## src/rtl/uart_pkg.sv

```systemverilog
// Shared types and helpers for the configurable UART receiver.
package uart_pkg;

  typedef enum logic [2:0] {
    IDLE,
    START,
    DATA,
    PARITY,
    STOP,
    BREAK
  } rx_state_e;

  typedef enum logic [1:0] {
    PAR_NONE,
    PAR_EVEN,
    PAR_ODD
  } parity_e;

  // Raw parity_mode port encodings (2'b11 also means no parity).
  localparam logic [1:0] PARITY_NONE = 2'b00;
  localparam logic [1:0] PARITY_EVEN = 2'b01;
  localparam logic [1:0] PARITY_ODD  = 2'b10;

  // Bit-period counter width: 65535*8 fits in 19 bits.
  localparam int CNT_W = 19;

  function automatic parity_e decode_parity(input logic [1:0] mode);
    case (mode)
      PARITY_EVEN: decode_parity = PAR_EVEN;
      PARITY_ODD:  decode_parity = PAR_ODD;
      PARITY_NONE: decode_parity = PAR_NONE;
      default:     decode_parity = PAR_NONE;
    endcase
  endfunction

  // Bit period in clk cycles; prescale of 0 behaves as 1.
  function automatic logic [CNT_W-1:0] bit_period(input logic [15:0] prescale);
    logic [15:0] ps;
    ps = (prescale == 16'd0) ? 16'd1 : prescale;
    bit_period = {ps, 3'b000};
  endfunction

endpackage

```

## src/rtl/uart_rx_fifo.sv

```systemverilog
// First-word-fall-through FIFO holding received words plus their parity flag.
module uart_rx_fifo #(
  parameter int W     = 9,
  parameter int DEPTH = 4
) (
  input  logic                       clk,
  input  logic                       rst_n,
  input  logic                       push,
  input  logic [W-1:0]               wdata,
  input  logic                       pop,
  output logic [W-1:0]               rdata,
  output logic                       full,
  output logic                       empty,
  output logic [$clog2(DEPTH):0]     level
);

  localparam int AW = $clog2(DEPTH);
  localparam int LW = AW + 1;

  logic [W-1:0]  mem_q [DEPTH];
  logic [W-1:0]  mem_d [DEPTH];
  logic [AW-1:0] wr_ptr_q, wr_ptr_d;
  logic [AW-1:0] rd_ptr_q, rd_ptr_d;
  logic [LW-1:0] level_q, level_d;
  logic          push_ok;
  logic          pop_ok;

  assign full    = (level_q == LW'(DEPTH));
  assign empty   = (level_q == '0);
  assign level   = level_q;
  assign rdata   = mem_q[rd_ptr_q];
  // A push into a full FIFO is accepted only if the head leaves the same cycle.
  assign push_ok = push && (!full || pop);
  assign pop_ok  = pop && !empty;

  // Next-state for storage, pointers (wrap naturally at power-of-two depth) and level.
  always_comb begin
    mem_d    = mem_q;
    wr_ptr_d = wr_ptr_q;
    rd_ptr_d = rd_ptr_q;
    level_d  = level_q;
    if (push_ok) begin
      mem_d[wr_ptr_q] = wdata;
      wr_ptr_d        = wr_ptr_q + 1'b1;
    end
    if (pop_ok) begin
      rd_ptr_d = rd_ptr_q + 1'b1;
    end
    if (push_ok && !pop_ok) begin
      level_d = level_q + 1'b1;
    end else if (pop_ok && !push_ok) begin
      level_d = level_q - 1'b1;
    end
  end

  // FIFO state registers.
  always_ff @(posedge clk or negedge rst_n) begin
    if (!rst_n) begin
      for (int i = 0; i < DEPTH; i++) mem_q[i] <= '0;
      wr_ptr_q <= '0;
      rd_ptr_q <= '0;
      level_q  <= '0;
    end else begin
      mem_q    <= mem_d;
      wr_ptr_q <= wr_ptr_d;
      rd_ptr_q <= rd_ptr_d;
      level_q  <= level_d;
    end
  end

endmodule

```

## src/rtl/uart_rx_fifo_cfg.sv

```systemverilog
// UART receiver with runtime parity/stop configuration, majority-vote sampling,
// error/break flags and a buffered AXI-Stream output.
// Stream handshake: a beat transfers on a clock edge where m_axis_tvalid and
// m_axis_tready are both high; tvalid stays high while the FIFO is not empty and
// tdata/tuser hold the head word until it transfers.
module uart_rx_fifo_cfg
  import uart_pkg::*;
#(
  parameter int DATA_WIDTH = 8,
  parameter int FIFO_DEPTH = 4
) (
  input  logic                          clk,
  input  logic                          rst_n,
  input  logic                          rxd,
  input  logic [15:0]                   prescale,
  input  logic [1:0]                    parity_mode,
  input  logic                          stop_bits2,
  output logic [DATA_WIDTH-1:0]         m_axis_tdata,
  output logic                          m_axis_tuser,
  output logic                          m_axis_tvalid,
  input  logic                          m_axis_tready,
  output logic [$clog2(FIFO_DEPTH):0]   fifo_level,
  output logic                          busy,
  output logic                          overrun_error,
  output logic                          frame_error,
  output logic                          parity_error,
  output logic                          break_detect
);

  localparam int BW = $clog2(DATA_WIDTH);

  rx_state_e             state_q, state_d;
  logic                  rxd_meta_q, rxd_s_q, rxd_prev_q;
  logic [CNT_W-1:0]      cnt_q, cnt_d;
  logic [1:0]            vote_q, vote_d;
  logic [BW-1:0]         bit_q, bit_d;
  logic [DATA_WIDTH-1:0] shreg_q, shreg_d;
  logic                  par_bit_q, par_bit_d;
  logic                  par_err_q, par_err_d;
  logic                  stop_err_q, stop_err_d;
  logic                  stop_n_q, stop_n_d;
  logic [CNT_W-1:0]      p_q, p_d;
  parity_e               pmode_q, pmode_d;
  logic                  stop2_q, stop2_d;

  logic                  push;
  logic                  pop;
  logic                  fifo_full;
  logic                  fifo_empty;
  logic [DATA_WIDTH:0]   fifo_head;
  logic                  at_decide;
  logic                  vote;
  logic                  fall_edge;
  logic                  par_calc;
  logic [CNT_W-1:0]      p_new;

  // Counter is timed relative to the previous vote: the next vote lands P cycles
  // later at count P-1, with the two earlier samples at P-3 and P-2.
  assign at_decide = (cnt_q == p_q - 19'd1);
  assign vote      = (vote_q[0] & vote_q[1]) | (vote_q[0] & rxd_s_q) | (vote_q[1] & rxd_s_q);
  assign fall_edge = rxd_prev_q & ~rxd_s_q;
  assign par_calc  = ^shreg_q ^ vote;
  assign p_new     = bit_period(prescale);

  // Receive FSM: next state, sampling, shift register and error pulses.
  always_comb begin
    state_d       = state_q;
    cnt_d         = cnt_q;
    vote_d        = vote_q;
    bit_d         = bit_q;
    shreg_d       = shreg_q;
    par_bit_d     = par_bit_q;
    par_err_d     = par_err_q;
    stop_err_d    = stop_err_q;
    stop_n_d      = stop_n_q;
    p_d           = p_q;
    pmode_d       = pmode_q;
    stop2_d       = stop2_q;
    push          = 1'b0;
    frame_error   = 1'b0;
    parity_error  = 1'b0;
    break_detect  = 1'b0;

    if (state_q inside {START, DATA, PARITY, STOP}) begin
      cnt_d = at_decide ? '0 : cnt_q + 19'd1;
      if (cnt_q == p_q - 19'd3) vote_d[0] = rxd_s_q;
      if (cnt_q == p_q - 19'd2) vote_d[1] = rxd_s_q;
    end

    case (state_q)
      IDLE: begin
        if (fall_edge) begin
          // Latch the frame configuration; the start vote lands P/2+1 cycles on.
          p_d        = p_new;
          pmode_d    = decode_parity(parity_mode);
          stop2_d    = stop_bits2;
          cnt_d      = p_new - 19'd2 - (p_new >> 1);
          bit_d      = '0;
          par_bit_d  = 1'b0;
          par_err_d  = 1'b0;
          stop_err_d = 1'b0;
          stop_n_d   = 1'b0;
          state_d    = START;
        end
      end
      START: begin
        if (at_decide) state_d = vote ? IDLE : DATA;
      end
      DATA: begin
        if (at_decide) begin
          shreg_d = {vote, shreg_q[DATA_WIDTH-1:1]};
          if (bit_q == BW'(DATA_WIDTH - 1)) begin
            state_d = (pmode_q == PAR_NONE) ? STOP : PARITY;
          end else begin
            bit_d = bit_q + 1'b1;
          end
        end
      end
      PARITY: begin
        if (at_decide) begin
          par_bit_d    = vote;
          parity_error = (pmode_q == PAR_EVEN) ? par_calc : ~par_calc;
          par_err_d    = parity_error;
          state_d      = STOP;
        end
      end
      STOP: begin
        if (at_decide) begin
          if (stop2_q && !stop_n_q) begin
            stop_err_d = ~vote;
            stop_n_d   = 1'b1;
          end else if (stop_err_q || !vote) begin
            frame_error = 1'b1;
            if (shreg_q == '0 && !par_bit_q) begin
              break_detect = 1'b1;
              state_d      = BREAK;
            end else begin
              state_d = IDLE;
            end
          end else begin
            push    = 1'b1;
            state_d = IDLE;
          end
        end
      end
      BREAK: begin
        if (rxd_s_q) state_d = IDLE;
      end
      default: state_d = IDLE;
    endcase
  end

  // Synchroniser, FSM and datapath registers.
  always_ff @(posedge clk or negedge rst_n) begin
    if (!rst_n) begin
      state_q    <= IDLE;
      rxd_meta_q <= 1'b1;
      rxd_s_q    <= 1'b1;
      rxd_prev_q <= 1'b1;
      cnt_q      <= '0;
      vote_q     <= '0;
      bit_q      <= '0;
      shreg_q    <= '0;
      par_bit_q  <= 1'b0;
      par_err_q  <= 1'b0;
      stop_err_q <= 1'b0;
      stop_n_q   <= 1'b0;
      p_q        <= 19'd8;
      pmode_q    <= PAR_NONE;
      stop2_q    <= 1'b0;
    end else begin
      state_q    <= state_d;
      rxd_meta_q <= rxd;
      rxd_s_q    <= rxd_meta_q;
      rxd_prev_q <= rxd_s_q;
      cnt_q      <= cnt_d;
      vote_q     <= vote_d;
      bit_q      <= bit_d;
      shreg_q    <= shreg_d;
      par_bit_q  <= par_bit_d;
      par_err_q  <= par_err_d;
      stop_err_q <= stop_err_d;
      stop_n_q   <= stop_n_d;
      p_q        <= p_d;
      pmode_q    <= pmode_d;
      stop2_q    <= stop2_d;
    end
  end

  assign pop           = m_axis_tvalid & m_axis_tready;
  assign overrun_error = push & fifo_full & ~pop;
  assign busy          = (state_q != IDLE);
  assign m_axis_tvalid = ~fifo_empty;
  assign m_axis_tdata  = fifo_head[DATA_WIDTH-1:0];
  assign m_axis_tuser  = fifo_head[DATA_WIDTH];

  uart_rx_fifo #(
    .W     (DATA_WIDTH + 1),
    .DEPTH (FIFO_DEPTH)
  ) u_fifo (
    .clk   (clk),
    .rst_n (rst_n),
    .push  (push),
    .wdata ({par_err_q, shreg_q}),
    .pop   (pop),
    .rdata (fifo_head),
    .full  (fifo_full),
    .empty (fifo_empty),
    .level (fifo_level)
  );

endmodule

```

## config.mk

```make
export PLATFORM = sky130hd
export DESIGN_NAME = uart_rx_fifo_cfg
export DESIGN_NICKNAME = d
export VERILOG_FILES = /design/src/rtl/uart_pkg.sv /design/src/rtl/uart_rx_fifo.sv /design/src/rtl/uart_rx_fifo_cfg.sv
export SDC_FILE = /design/constraint.sdc
export NUM_CORES = 1
export LEC_CHECK = 0
export ABC_CLOCK_PERIOD_IN_PS = 10300
export BUFFER_PORTS_ARGS = -buffer_cell sky130_fd_sc_hd__buf_2
export CAP_MARGIN = 10
export CORE_MARGIN = 2
export CORE_UTILIZATION = 60
export CTS_CLUSTER_DIAMETER = 60
export DETAILED_ROUTE_END_ITERATION = 6
export PLACE_DENSITY = 0.82
export SETUP_SLACK_MARGIN = 0.2
export SLEW_MARGIN = 15
export SYNTH_ARGS = -nofsm -noshare
export SYNTH_HDL_FRONTEND = slang
export SYNTH_SLANG_ARGS = --single-unit
```

## constraint.sdc

```tcl
create_clock -name clk -period 10.3 [get_ports clk]
set_clock_uncertainty 0.2 [all_clocks]
set_input_delay 1.03 -clock clk [delete_from_list [all_inputs] [get_ports clk]]
set_output_delay 1.03 -clock clk [all_outputs]
set_load 0.02 [all_outputs]
```

==> qor.csv <==
metric,value,unit
grt_max_degree,66,
syn-mean-instance-area,9.89,µm²
drv_slew,0,
drive_above_1_share,18.6,%
vias_per_cell,6.08,
synth_nets,762,
grt_pass1_wl,25500,µm
ys_ff_latch,104,
ant_nets,0,
yosys_warnings,0,
ys_seq_area_share,38.3,%
synth_top_area_cell,dfrtp_1,
clockBufferDepth,2,
status,finished clean,
grt-ovfl-total,0,
cts-resized-gates,0,
final_cell_area,7450,µm²
min_path_type,flip-flop to flip-flop,
rsz0062_at_grt,no,
synthCells,688,
topRoutingLayerUsed,met4,
routed-wl-met2,7250,µm
grt_pass1_vias,5263,
final.period_utilization,51.5,%
drv_cap,0,
gr-usage-all-layers,25.3,%
ios,41,
drc_errors,0,
relSlewSlack,43.5,%
setup_viol,0,
finalSetupTns,0,ns
leakage,3.65,nW
ys_top_cells_by_area,"dfrtp_1 37%, ha_1 9.2%, mux2_2 7.0%",
fin_crit,5.30,ns
routed-wl-met3,743,µm
place_congestion,0.951,
cp_max_fo,8,
die_area,12200,µm²
cts_tree,yes,
netlist_top_cells_count,"100 x dfrtp_1, 78 x nand2_1, 62 x inv_1, 50 x ha_1, 42 x mux2_2",
clkTransAtPathRegs,0.08,ns
async_reset_ff_share,100,%
start_util,62.2,%
area.growth.synth_to_final,9.45,%
cts_hold_buf,0,
netlist.area_leader.share,36.8,%
cts.sink_count,104,
synth_edf_count,0,
syn_area,6800,µm²
fmax,189,MHz
routedLengthMet1,6760,µm
dp_hpwl,11000,µm
synth_cell_type_count,67,
place_area,7130,µm²
hold_viol,0,
first_iter_violations,459,
nets,796,
powerDensity,195,nW/µm²
place_inst,851,
chipWidth,110,µm
cp.arrival,4.07,ns
row_count,38,
antenna_cells,0,
vdd_drop_max,0.000111,V
stdcell_count,867,
crit_path_start_kind,flip-flop,
worstSetupPathType,flip-flop to primary output,
num_vias,5271,
setup_ws,5.00,ns
die_h,110,µm
wl,15100,µm
dr.pass1.iters,4,
required,9.07,ns
synth_flop_cell,dfrtp_1,
cts_setup_buffers,0,
cts_inserted_buffers,9,
antenna_found_initial,0,
yosysMostFrequentCell,dfrtp_1,
cts_root_buf,clkbuf_16,
port-buffer-count,40,
worstMarginPinSlew,0.842,ns
h-tree-depth,3,
critical_path.endpoint_type,primary output,
clk_latency,0.36,ns
dp_slack,5.04,ns
wl_per_cell,17.4,µm
core_area,10900,µm²
-- power by group --
group | switching (mW) | leakage, nW | internal [mW]
Combinational | 0.278 | 2.14 | 0.217
Sequential | 0.111 | 1.36 | 0.484
Clock | 0.183 | 0.153 | 0.177
-- sequential cells by signal (all words and copies together), names as in the netlist, 2 cells and up --
register / count
u_fifo.wr_ptr_q: 2
shreg_q: 8
bit_q: 3
pmode_q: 2
p_q: 16
state_q: 3
u_fifo.level: 3
u_fifo.mem_q: 36
u_fifo.rd_ptr_q: 2
vote_q: 2
cnt_q: 19
-- cells in the final DEF, fill, tap and decap left out, drive strengths merged, types with 11 or more instances in the layout --
| master | n |
|---|---|
| and2 | 12 |
| inv | 67 |
| xor2 | 28 |
| nor3 | 17 |
| xnor2 | 35 |
| ha | 50 |
| nand2 | 83 |
| dfrtp | 100 |
| nor2 | 25 |
| a21oi | 15 |
| o22ai | 14 |
| mux2i | 11 |
| o21ai | 22 |
| mux2 | 45 |
| nand3 | 16 |
| nor4 | 11 |
| buf | 45 |
-- kinds of logic after synthesis --
group	count (synthesis)	synth area share (%)
xor+xnor	63	8.11
simple gates	221	17.1
mux	65	12.2
compound gates	99	9.86
flops	104	38.3
buf+inv	84	4.78
fa+ha+maj	52	9.64
-- metal layers --
| metal | track usage, % | up-vias |
|---|---|---|
| li1 | - | 2486 |
| met1 | 33.8 | 2599 |
| met2 | 41.5 | 156 |
| met3 | 4.50 | 30 |
| met4 | 9.17 | 0 |
| met5 | 0 | - |
-- final timing paths --
check / from / endpoint / slack, ns / cells after the start
min in group asynchronous: rst_n / p_q[15] / 0.45 / 1
max in group asynchronous: rst_n / pmode_q[1] / 8.27 / 2
max reg2reg: p_q[4] / u_fifo.level[2] / 5.74 / 14
min reg2reg: rxd_meta_q / rxd_s_q / 0.16 / 0
min: rxd_meta_q / rxd_s_q / 0.16 / 0
max: p_q[4] / frame_error / 5.00 / 10
-- layout make-up --
class | instances | area, µm²
Fill cell | 816 | 3490
Timing Repair Buffer | 45 | 240
Inverter | 62 | 233
Clock buffer | 9 | 225
Tap cell | 140 | 175
Multi-Input combinational cell | 500 | 3880
Clock inverter | 7 | 88.8
Sequential cell | 104 | 2610
-- worst max-delay path: stages, from the launching register on --
cell and delay (ns):
dfrtp_1 0.40, inv_1 0.08, ha_1 0.20, or4b_1 0.61, or4_1 0.55, a211oi_2 0.26, nor3_1 0.17, nor4_1 0.58
nand2_1 0.25, nor3b_1 0.37, buf_2 0.23
-- per-stage QoR --
stage	util, %	hold WS (ns)	power (mW)
finish	68.1	0.159	1.45
global placement	65.2	0.146	1.06
floorplan	-	0.145	0.963
CTS	68.1	0.159	1.44
global route	68.1	0.169	1.54
detailed placement	65.2	0.147	1.08
Note: power is estimated with default switching activity, not from simulation.
